### config.mk
export PLATFORM = sky130hd
export DESIGN_NAME = uart_rx_sched
export DESIGN_NICKNAME = d
export VERILOG_FILES = /design/src/rtl/uart_rx_sched.sv
export SDC_FILE = /design/constraint.sdc
export NUM_CORES = 1
export LEC_CHECK = 0
export CAP_MARGIN = 30
export CELL_PAD_IN_SITES_DETAIL_PLACEMENT = 2
export CELL_PAD_IN_SITES_GLOBAL_PLACEMENT = 2
export CORE_ASPECT_RATIO = 0.7
export CORE_MARGIN = 8
export CORE_UTILIZATION = 40
export CTS_BUF_LIST = sky130_fd_sc_hd__clkbuf_8
export DETAILED_ROUTE_END_ITERATION = 8
export DONT_BUFFER_PORTS = 1
export PLACE_DENSITY_LB_ADDON = 0.1
export SYNTH_ARGS = -nofsm -noshare
export SYNTH_HDL_FRONTEND = slang
export SYNTH_SLANG_ARGS = --single-unit
### constraint.sdc
create_clock -name clk -period 4 [get_ports clk]
set_clock_uncertainty 0.15 [all_clocks]
set_input_delay 0.8 -clock clk [delete_from_list [all_inputs] [get_ports clk]]
set_output_delay 0.8 -clock clk [all_outputs]
set_load 0.005 [all_outputs]
### src/rtl/uart_rx_sched.sv
// uart_rx_sched: arms the UART receiver, captures frames into a FIFO, tracks overflow/timeout/parity status (option UART_RX_PARITY_DROP_EN).
module uart_rx_sched #(
  parameter int DEPTH = 8,
  parameter int ARM_TIMEOUT = 65535
) (
  input  logic                     clk,
  input  logic                     rst,
  input  logic                     enable,
  input  logic [3:0]               cfg_data_num,
  input  logic                     clr,
  output logic                     rx_en,
  input  logic                     rx_busy,
  input  logic                     rx_flag,
  input  logic                     rx_err_flag,
  input  logic [15:0]              rx_data,
  output logic                     rd_valid,
  input  logic                     rd_ready,
  output logic [15:0]              rd_data,
  output logic                     rd_err,
  output logic [$clog2(DEPTH):0]   fifo_cnt,
  output logic                     ovf,
  output logic                     arm_to,
  output logic [7:0]               err_cnt
);
  localparam int AW = $clog2(DEPTH);
  localparam int CW = AW + 1;
  localparam logic [CW-1:0] FULL = CW'(DEPTH);
  typedef enum logic [1:0] {IDLE, ARM, WAIT, PUSH} state_t;
  state_t state, next;
  logic [15:0] tcnt, cap_data, mask;
  logic cap_err, timeout, push, pop, wr, drop, inc;
  logic [7:0] err_base;
  logic [AW-1:0] wp, rp;
  logic [16:0] mem [DEPTH];
  always_comb begin
    next = state;
    case (state)
      IDLE: next = (enable && !rx_busy) ? ARM : IDLE;
      ARM:  next = rx_flag ? WAIT : (timeout ? IDLE : ARM);
      WAIT: next = rx_flag ? WAIT : PUSH;
      PUSH: next = IDLE;
      default: next = IDLE;
    endcase
  end
  assign timeout = (state == ARM) && !rx_flag && (tcnt == 16'(ARM_TIMEOUT - 1));
`ifdef UART_RX_PARITY_DROP_EN
  assign push = (state == PUSH) && !cap_err;
  assign rd_err = 1'b0;
`else
  assign push = (state == PUSH);
  assign rd_err = rd_valid & mem[rp][16];
`endif
  assign pop = rd_valid & rd_ready;
  // a pop in the same cycle frees a slot, so a full FIFO still accepts
  assign wr = push && ((fifo_cnt != FULL) || pop);
  assign drop = push && !wr;
  assign inc = (state == PUSH) && cap_err;
  assign err_base = clr ? 8'd0 : err_cnt;
  assign mask = 16'((17'd2 << cfg_data_num) - 17'd1);
  assign rd_valid = (fifo_cnt != '0);
  assign rd_data = rd_valid ? mem[rp][15:0] : 16'd0;
  always_ff @(posedge clk) begin
    if (rst) begin
      state <= IDLE;
      rx_en <= 1'b0;
      tcnt <= 16'd0;
      cap_data <= 16'd0;
      cap_err <= 1'b0;
      wp <= '0;
      rp <= '0;
      fifo_cnt <= '0;
      ovf <= 1'b0;
      arm_to <= 1'b0;
      err_cnt <= 8'd0;
    end else begin
      state <= next;
      rx_en <= (next == ARM);
      tcnt <= (state == ARM) ? tcnt + 16'd1 : 16'd0;
      if (state == WAIT && !rx_flag) begin
        cap_data <= rx_data;
        cap_err <= rx_err_flag;
      end
      if (wr) wp <= wp + AW'(1);
      if (pop) rp <= rp + AW'(1);
      fifo_cnt <= fifo_cnt + CW'(wr) - CW'(pop);
      ovf <= drop | (ovf & !clr);
      arm_to <= timeout | (arm_to & !clr);
      err_cnt <= err_base + 8'(inc && (err_base != 8'hFF));
    end
  end
  always_ff @(posedge clk) begin
    if (wr) mem[wp] <= {cap_err, cap_data & mask};
  end
endmodule

After elaboration in Yosys (flattened, before gate mapping)
Memory sizes are Yosys's and may differ from the RTL's. A register that Yosys moved wholly into a read port is not among the register bits.
Cells that the tools add are included.
Word-level totals
  logic and storage cells: 62
  input port bits: 28
  bits in writable memories: 136
  memories: 1
  bits in registers: 56
Memories
  mem: depth 8, bits a word 17, rd ports 1, clocked after memory_dff 1, write ports 1, RTL line 34  | logic [16:0] mem [DEPTH];
Operators by class
  $add $sub $neg: 7
  bitwise gates (word level): 8
  reduce and logical (&&, ||, !) cells: 16
  muxes and demuxes: 11
  equal/unequal tests: 7
  shift operators: 1
Operators with widths (number)
  $add 16x1->16 const B: 1
  $and 16x16->16: 1
  $eq 16x16->1 const B: 1
  $mux 16: 1
  $shl 2x4->16 const A: 1
  $sub 16x1->16 const B: 1
  $add 8x1->8: 1
  $logic_and 1x1->1: 8
  $mux 8: 1
  $ne 8x8->1 const B: 1
  $pmux 2 s4: 1
  $add 3x1->3 const B: 2
  $mux 3: 2
  $mux 1: 5
  $add 4x1->4: 1
  $and 1x1->1: 4
  $eq 2x1->1 const B: 2
  $eq 2x2->1 const B: 2
  $logic_not 1->1: 4
  $ne 4x4->1 const B: 1
  $reduce_bool 4->1: 1
  $sub 4x1->4: 1
  $logic_not 2->1: 1
  $mux 2: 1
  other kinds (4): 5

Longest topological paths before layout
  depth in word-level cells: 7
  gate-level depth with buffers: 12
  gate-level depth less buffers: 12

Worst setup path before layout
OpenSTA, ideal clock, no wires.
  kind: input to register
  from: input rd_ready
  to: memory mem[4][0], enable pin
  buffers on the path: 0
  slack: 328 ps
  data arrival time: 3081 ps
  stages: 4
  cell sequence: nand2b_1 a21oi_2 inv_2 nor4b_1
Between the ends
  word-level cells in the longest chain between the ends: 5
RTL lines
  from (decl): RTL line 17  | input logic rd_ready,
  $and 1x1->1: RTL line 53  | assign pop = rd_valid & rd_ready;
  $logic_or 1x1->1: RTL line 55  | assign wr = push && ((fifo_cnt != FULL) || pop);
  $logic_and 1x1->1: RTL line 55
  $mux 1: RTL line 92  | if (wr) mem[wp] <= {cap_err, cap_data & mask};
  $mux 1 (not written as such): RTL line 92
  to (decl): RTL line 34
Every way passes these cells.

==> flow_metrics.py <==
metrics = {
    "critical_path": {
        "r2r_cells": 11,
        "cpPeakStageDelay_ns": 0.71,
        "cp.arrival_ns": 2.33,
        "critPathKind": "flop to output port",
        "cp.required_ns": 3.05,
        "cp_cell_sequence": "buf_12 -> mux4_2 -> a22o_1",
        "crit_path_end_kind": "output port",
        "crit_slowest_cell": "dfxtp_2",
        "cp_max_fo": 21,
        "crit_path_start_kind": "flop",
    },
    "clock_tree": {
        "post_cts_buffers": 0,
        "hold_buffers": 0,
        "h-tree-depth": 4,
        "cts_buffers": 17,
        "clk_path_buf_depth": 2,
        "root_buffer": "clkbuf_8",
        "cts.repair.resized": 0,
        "cts.sinks": 195,
        "clk_pin_slew_ns": 0.10,
        "clkLatencyLatePin_ns": 0.47,
        "cts_tree": "done",
    },
    "cells_and_area": {
        "fill_cells": 1982,
        "n_antenna_cell": 0,
        "stdcell_count": 844,
        "mostFrequentLayoutCells": "edfxtp_1 (136), dfxtp_1 (58), nand2_1 (49)",
        "drive_gt1_frac": 0.185,
        "layout.nets": 603,
        "multi_input_area_sq_um": 2600,
        "layout_commonest_cell": "edfxtp_1",
        "utilization": 0.444,
        "syn2layout_area_growth_pct": 9.08,
        "register_area_sq_um": 5270,
    },
    "power": {
        "power.total_mw": 4.35,
        "leakagePower_nw": 2.76,
        "pwr-share-seq": 0.518,
        "clock_power_share": 0.299,
        "internal_power_mw": 3.07,
        "pwr-share-comb": 0.183,
        "power.density_nw_per_um2": 494,
        "ir_drop_mv": 0.286,
        "p_sw_frac": 0.294,
        "power.switching_mw": 1.28,
    },
    "status": {
        "outcome": "finished, final reports clean",
    },
    "routing": {
        "wl_per_cell_microns": 25.2,
        "via_per_inst": 5.60,
        "drc": 0,
        "wl_microns": 21200,
        "vias": 4728,
        "firstDrtPassIters": 4,
        "final_antenna_net_count": 0,
        "drt_iter0_markers": 302,
    },
    "logic_synthesis": {
        "seq_area_frac_synth": 0.653,
        "ys_seq_elements": 195,
        "synth_area_sq_um": 8060,
        "ys_types": 56,
        "ys.flop_type": "edfxtp_1",
        "synth-edff-count": 136,
        "synth_area_per_cell_sq_um": 14.4,
        "yosysWarnings": 0,
        "synthArstFlopShare": 0,
        "syn_inst": 559,
        "syn_nets": 601,
    },
    "floorplan": {
        "die_y_microns": 135,
        "die_w_microns": 186,
        "io_pins": 61,
        "core_area_sq_um": 19800,
        "initial_core_util": 0.407,
        "std_cell_rows": 43,
        "die_area_sq_um": 25000,
    },
    "grt": {
        "gr-usage-met1": 0.240,
        "antenna_found_initial": 0,
        "grt-busiest-layer": "met2",
        "gr-total-overflow": 0,
        "grtUsageTotal": 0.175,
        "grt_use_met2": 0.277,
        "grt_pass1_wl_microns": 32500,
        "grt_util_met3": 0.0437,
        "grt_max_degree": 45,
        "grt_pass1_vias": 5194,
    },
    "hold_path": {
        "min_path_type": "input port to flop",
        "hold-path-cell-count": 1,
    },
    "sta": {
        "rsz0062_at_grt": "no",
        "period_minus_slack_ns": 3.28,
        "maxSlewViolCount": 0,
        "hold_violations": 0,
        "maxSlewHeadroom": 0.376,
        "worst_pin_slew_ns": 0.933,
        "period_share": 0.819,
        "fmax_ghz": 0.305,
        "tns_ns": 0,
        "setup_viol": 0,
    },
    "placement": {
        "detailed_place_hpwl_microns": 13700,
        "place_congestion": 0.727,
        "dp_cells": 811,
        "io_buffer_count": 0,
    },
    "job": {
        "drv_cap": 0,
    },
}
## synthesized netlist by cell type (6+ instances only)
| cell | number | area (sq um) |
|---|---|---|
| nand3_1 | 14 | 70.1 |
| o21ai_0 | 8 | 40.0 |
| mux2i_1 | 6 | 60.1 |
| nand2_1 | 49 | 184 |
| nor2b_1 | 13 | 81.3 |
| inv_1 | 17 | 63.8 |
| nor2_1 | 25 | 93.8 |
| a22o_1 | 17 | 149 |
| ha_1 | 13 | 163 |
| a21oi_1 | 35 | 175 |
| buf_2 | 10 | 50.1 |
| nand2b_1 | 10 | 62.6 |
| nor4_1 | 8 | 50.1 |
| nand4_1 | 6 | 37.5 |
| dfxtp_1 | 59 | 1180 |
| mux4_2 | 34 | 766 |
| edfxtp_1 | 136 | 4080 |
| xor2_1 | 6 | 52.6 |
| clkbuf_1 | 13 | 48.8 |
## kinds of logic (layout without fill, tap and decap cells)
logic type      count (synthesis)  count (layout)  synth area share
flops                         195             195             0.653
simple gates                  168             168             0.113
compound gates                 79              79            0.0641
buf+inv                        51              66            0.0304
mux                            44              44             0.108
fa+ha+maj                      14              14            0.0227
xor+xnor                        8               8           0.00869
## power by group through the flow
stage          logic, mW  clock network [mW]  registers, mW
6_report           0.797                1.30           2.25
5_1_grt            0.879                1.41           2.27
4_1_cts            0.820                1.34           2.25
3_5_place_dp       0.808                   0           2.30
3_3_place_gp       0.779                   0           2.30
2_1_floorplan      0.638                   0           2.25
## critical path: cells and delay by family, from the launching register on
family / cells / cell delay (ns)
DFF: 1 / 0.71
buffers and inverters: 1 / 0.30
AOI/OAI and AO/OA: 1 / 0.30
muxes: 1 / 0.54
## layer usage
layer | routed length, microns | share of wire | up-vias
met5 | 0 | 0 | -
met2 | 10000 | 0.47 | 101
met3 | 1060 | 0.050 | 20
met1 | 9940 | 0.47 | 2488
li1 | - | - | 2119
met4 | 228 | 0.011 | 0
## state kept, by name, indices dropped and copies added (netlist names), named ones only
name / cells
fifo_cnt: 4
mem: 136
rp: 3
tcnt: 16
rx_en: 1
arm_to: 1
cap_data: 16
wp: 3
err_cnt: 8
cap_err: 1
state: 2
ovf: 1
## path summary, 6_finish.rpt
path	start	endpoint	slack, ns
setup / recovery	flop	rd_data[11]	0.72
hold / removal	rst	err_cnt[7]	0.24
setup reg to reg	fifo_cnt[2]	fifo_cnt[3]	1.10
hold reg to reg	cap_data[6]	cap_data[6]	0.30
## stage by stage
stage / worst slack [ns] / instance area (sq um) / hold slack (ns)
after floorplan: 0.328 / 8060 / 0.282
after global placement: 1.23 / 8390 / 0.290
after detailed placement: 0.892 / 8400 / 0.295
after CTS: 0.638 / 8790 / 0.208
after global routing: 0.529 / 8800 / 0.205
final: 0.723 / 8800 / 0.244
## final cells by class
class                      instances  share of cell area
inverter                          19             0.00811
multi-input combinational        313               0.296
sequential                       195               0.599
timing repair buffer              15              0.0147
clock buffer                      17              0.0266
clock inverter                    15              0.0178
tap                              270              0.0384
No activity file was read; power rests on OpenSTA's default activity.
